==> config.mk <==
export PLATFORM = sky130hd
export DESIGN_NAME = axis_byte_packer
export DESIGN_NICKNAME = d
export VERILOG_FILES = /design/src/rtl/axis_byte_packer_pkg.sv /design/src/rtl/axis_byte_packer.sv
export SDC_FILE = /design/constraint.sdc
export NUM_CORES = 1
export LEC_CHECK = 0
export BUFFER_PORTS_ARGS = -buffer_cell sky130_fd_sc_hd__buf_2
export CAP_MARGIN = 20
export CELL_PAD_IN_SITES_DETAIL_PLACEMENT = 1
export CELL_PAD_IN_SITES_GLOBAL_PLACEMENT = 2
export CORE_MARGIN = 10
export CORE_UTILIZATION = 35
export CTS_CLUSTER_SIZE = 12
export DETAILED_ROUTE_END_ITERATION = 8
export PLACE_DENSITY_LB_ADDON = 0.1
export SYNTH_ARGS = -nofsm -noshare
export SYNTH_HDL_FRONTEND = slang
export SYNTH_SLANG_ARGS = --single-unit
==> constraint.sdc <==
create_clock -name clk -period 2.22 [get_ports clk]
set_clock_uncertainty 0.1 [all_clocks]
set_input_delay 0.222 -clock clk [delete_from_list [all_inputs] [get_ports clk]]
set_output_delay 0.222 -clock clk [all_outputs]
set_load 0.02 [all_outputs]
==> src/rtl/axis_byte_packer_pkg.sv <==
// Shared constants and helpers for the byte packer.
package axis_byte_packer_pkg;

  localparam int unsigned BYTE_W   = 8;
  // Widest keep vector the helper can produce; callers truncate to their own width.
  localparam int unsigned KEEP_MAX = 64;

  // One-hot keep bit for byte index idx.
  function automatic logic [KEEP_MAX-1:0] keep_mask(input int unsigned idx);
    logic [KEEP_MAX-1:0] one;
    one       = '0;
    one[0]    = 1'b1;
    keep_mask = one << idx;
  endfunction

endpackage

==> src/rtl/axis_byte_packer.sv <==
// Packs a byte-wide AXI-Stream into 2*n-byte words, little-endian, with
// early close on in_tlast producing a short word with a byte-valid mask.
module axis_byte_packer
  import axis_byte_packer_pkg::*;
#(
  parameter int n  = 5,
  parameter int nb = n * 8
) (
  input  logic            clk,
  input  logic            reset,
  input  logic [7:0]      in_tdata,
  input  logic            in_tvalid,
  output logic            in_tready,
  input  logic            in_tlast,
  output logic [nb*2-1:0] out_tdata,
  output logic            out_tvalid,
  input  logic            out_tready,
  output logic [2*n-1:0]  out_tkeep,
  output logic            out_tlast
);

  localparam int KEEP_W = 2 * n;
  localparam int DATA_W = nb * 2;
  localparam int IDX_W  = (KEEP_W > 1) ? $clog2(KEEP_W) : 1;
  localparam logic [IDX_W-1:0] LAST_IDX = IDX_W'(KEEP_W - 1);

  logic [IDX_W-1:0]  idx;
  logic [DATA_W-1:0] asm_data;
  logic [KEEP_W-1:0] asm_keep;

  logic [DATA_W-1:0] asm_merged;
  logic [KEEP_W-1:0] keep_merged;
  logic [KEEP_W-1:0] cur_mask;
  logic              accept;
  logic              word_done;

  // Ready only when the output slot is empty or is being drained this cycle.
  assign in_tready = ~reset & (~out_tvalid | out_tready);
  assign accept    = in_tvalid & in_tready;
  assign word_done = (idx == LAST_IDX) | in_tlast;
  assign cur_mask  = KEEP_W'(keep_mask(32'(idx)));

  // Merge the incoming byte into the assembly word at the current index.
  always_comb begin
    asm_merged  = asm_data;
    keep_merged = asm_keep | cur_mask;
    for (int unsigned k = 0; k < KEEP_W; k++) begin
      if (idx == IDX_W'(k)) begin
        asm_merged[k*BYTE_W +: BYTE_W] = in_tdata;
      end
    end
  end

  // Index counter, assembly register and output register.
  always_ff @(posedge clk) begin
    if (reset) begin
      idx        <= '0;
      asm_data   <= '0;
      asm_keep   <= '0;
      out_tdata  <= '0;
      out_tkeep  <= '0;
      out_tlast  <= 1'b0;
      out_tvalid <= 1'b0;
    end else begin
      if (out_tvalid && out_tready) begin
        out_tvalid <= 1'b0;
      end
      if (accept) begin
        if (word_done) begin
          // A completing word overrides the drain above, keeping out_tvalid high.
          out_tdata  <= asm_merged;
          out_tkeep  <= keep_merged;
          out_tlast  <= in_tlast;
          out_tvalid <= 1'b1;
          asm_data   <= '0;
          asm_keep   <= '0;
          idx        <= '0;
        end else begin
          asm_data   <= asm_merged;
          asm_keep   <= keep_merged;
          idx        <= idx + IDX_W'(1);
        end
      end
    end
  end

endmodule

==> summary by stage <==
STA
The highest attainable clock frequency is about 0.49 GHz. The total count of hold-check failures in the final report is 0. The worst slew margin relative to its limit is 0.373. The worst path in the final design needs a cycle of 2.03 ns, including I/O delays and setup.

At the pin with the least slew margin, the transition time is 0.936 ns. The final setup violation count is 0. The final number of max-transition violations came to 0. The final setup slack of the worst path is roughly 0.19 ns.

The post-route fraction of the period consumed by the critical path is 0.915.

Synthesis
The fraction of synthesized cell area taken by the top area cell type is 0.504. The Yosys step of the flow raised 0 warnings. The number of distinct library cells after synthesis is 33. The number of flip-flops and latches in the synthesized netlist is 186. The biggest area consumer among synthesized cells is dfxtp_1.

After synthesis the cells add up to 7380 um^2. The sequential fraction of the synthesis area is 0.504. After synthesis, the cell types taking the most area are dfxtp_1, nor2_1, mux2_2, a22oi_1, nor3_1. Synthesis produced a netlist with a net count of 838. The cell count after synthesis came out at 820. Averaged over all synthesized cells, the footprint is approximately 9.0 um^2.

Power
In this run the power density over the cells is around 800 nW/um^2. Summed over all cells, the static leakage comes to 3.68 nW. The overall power of the completed layout is 7.27 mW.

The maximum ir drop on the vdd rail is 0.000567 V.

Floorplanning
The initial utilization of the core area, before any placement, comes to 0.353. The die covers about 27000 um^2. The total number of placement rows is 53. The total core area is 20900 um^2. For this design the top-level I/O count stands at 106.

The horizontal die dimension is 165 um. The height of the chip is 165 um.

Setup path
In this run the worst path has a maximum fanout of 32. Data arrives at the worst endpoint at 2.29 ns. The signal on the critical path passes through ha_1, and3b_2, nor4_4, buf_4, a22oi_1, nor2_1. On the critical path, the stage with the largest delay is an instance of buf_4. On the worst path, the slowest cell contributes a delay of around 0.40 ns.

The critical path launch point type is a flip-flop. For flop-to-flop paths, the worst setup slack is roughly 0.19 ns. The worst setup path is captured at a flip-flop. The class of the most critical setup path is flip-flop to flip-flop.

The required time of the worst setup path is 2.48 ns.

Final layout
Leaving out fill and tap cells, the most frequent cells in the layout are nor2_1, dfxtp_1, buf_2, nor3_1. In the final layout, the share of cells above drive strength 1 is 0.266. Leaving out fill and tap cells, the most frequent cell in the layout is nor2_1. Measured on the finished design, the core utilization comes to 0.424.

From synthesis to final layout, the design area changed by 20.0%. The number of inserted filler cells in the final layout is 2456. The count of nets after finishing is 918.

Clocking
The library cell used as clock root buffer is clkbuf_16. The CTS H-tree depth is 4. The later pin in the worst-skew pair is clocked with a latency of between 0.4 and 0.5 ns. The clock buffer count from CTS is 17. After clock tree synthesis, the clock-pin slew on the worst setup and hold paths is about 0.07 ns. The TritonCTS clock tree is built. CTS saw about 190 sinks. The clock tree buffer depth is 2.

Global route
The number of global-route vias before repair is 6246. The total congestion overflow is 0. The number of antenna violations at the first check in global routing is 0. Entering global routing, the biggest net connects 151 pins. The first-pass GRT wire length is roughly 34 mm. The total global routing track utilization is 0.157.

Hold path
The worst min-delay path category is input port to flip-flop.

Placement
Port buffering added 105 buffers. Timing analysis after detailed placement gives a worst setup slack of approximately 0.10 ns. The congestion estimate from routability-driven global placement came to 0.830. The HPWL reported at the end of detailed placement is 14.1 mm.

Route
The routed design has roughly 21 mm of wire. For this run, design rule violations remaining after detail routing come to 0. The average routed wire per standard cell is 18.1 um. Dividing the detail-routed via count by the number of cells gives 5.09. Detailed routing inserted a total of 6048 vias. The iteration-0 DRC count of the detailed router is roughly 250. The first detailed-routing pass ran for 4 iterations. Once detail routing completed, the nets flagged for antenna violations numbered 0.

Run
The number of maximum-capacitance violations is 0.

Run status
The run finished with clean final reports.
==> cells in the mapped netlist <==
cell      count
a32oi_1       1
nor2_1      244
and3b_1       1
o21ai_0       5
nand3_1       2
nor3b_1       7
buf_6         1
mux2i_1       8
a311oi_1      2
a22o_1        1
nand2_1       7
a211oi_1      9
a31oi_1       4
nor2_2        1
buf_2        24
nand2b_1      3
o211ai_2      1
nor4_2        1
buf_4         8
nand3b_1      6
nor3_1       77
and2_1        9
inv_1         3
or3_1         1
a21oi_1      15
dfxtp_1     186
mux2_2       72
nor2b_1       3
a22oi_1      72
o211a_1       1
clkbuf_1     33
buf_1         7
ha_1          5
==> layout make-up <==
class	count	area, um^2	area share
Timing Repair Buffer	133	821	0.0927
Sequential cell	186	3720	0.420
Clock inverter	13	166	0.0188
Inverter	3	11.3	0.00127
Clock buffer	19	443	0.0500
Tap cell	275	344	0.0388
Antenna cell	1	2.50	0.000283
Multi-Input combinational cell	559	3350	0.378
==> sequential cells by signal (all words and copies together), names as in the netlist <==
| name | cells |
|---|---|
| out_tdata | 80 |
| out_tlast | 1 |
| idx | 4 |
| asm_keep | 10 |
| out_tvalid | 1 |
| asm_data | 80 |
| out_tkeep | 10 |
==> worst max-delay path: cells and delay by family, from the launching register on <==
family / cells / cell delay [ns]
buf+inv: 1 / 0.40
compound gates: 1 / 0.12
fa+ha+maj: 1 / 0.26
simple gates: 3 / 0.71
flops: 1 / 0.36
==> path summary, 6_finish.rpt <==
| path | startpoint | to | cells past startpoint |
|---|---|---|---|
| setup / recovery | idx[0] | asm_data[20] | 6 |
| hold / removal | in_tlast | out_tkeep[9] | 2 |
| setup reg to reg | idx[0] | asm_data[20] | 6 |
| hold reg to reg | asm_data[78] | asm_data[78] | 1 |
==> stage by stage <==
step	instance area, um^2	cells	hold slack [ns]	setup TNS [ns]
6_report	8860	1189	0.147	0
5_1_grt	8850	1188	0.168	-0.000960
4_1_cts	8810	1183	0.110	0
3_5_place_dp	8200	1151	0.345	0
3_3_place_gp	8200	1151	0.340	0
2_1_floorplan	7380	820	0.329	0
==> kinds of logic (layout without fill, tap and decap cells) <==
family          Yosys count  after routing  synth area share
other cells               0              1                 0
simple gates            362            362             0.212
buf+inv                  76            168            0.0478
fa+ha+maj                 5              5           0.00847
mux                      80             80             0.121
flops                   186            186             0.504
compound gates          111            112             0.107
==> report_power, final <==
group | leakage [nW] | internal (mW) | switching [mW]
sequential | 1.51 | 3.42 | 0.0460
clock | 0.296 | 1.82 | 1.35
combinational | 1.87 | 0.195 | 0.440
==> routing by layer <==
metal | vias up | global-route usage | routed length, um
met2 | 90 | 0.261 | 10200
met5 | - | 0 | 0
met4 | 0 | 0.0475 | 308
li1 | 2974 | - | -
met3 | 21 | 0.0352 | 908
met1 | 2963 | 0.198 | 10000
==> what timing repair did <==
item,4_1_cts,5_1_grt
gates resized for setup,0,3
endpoints found under the hold margin,0,0
buffers inserted,0,4
hold buffers,0,0
setup endpoints to repair,0,50
Power figures use the tool's default switching activity.
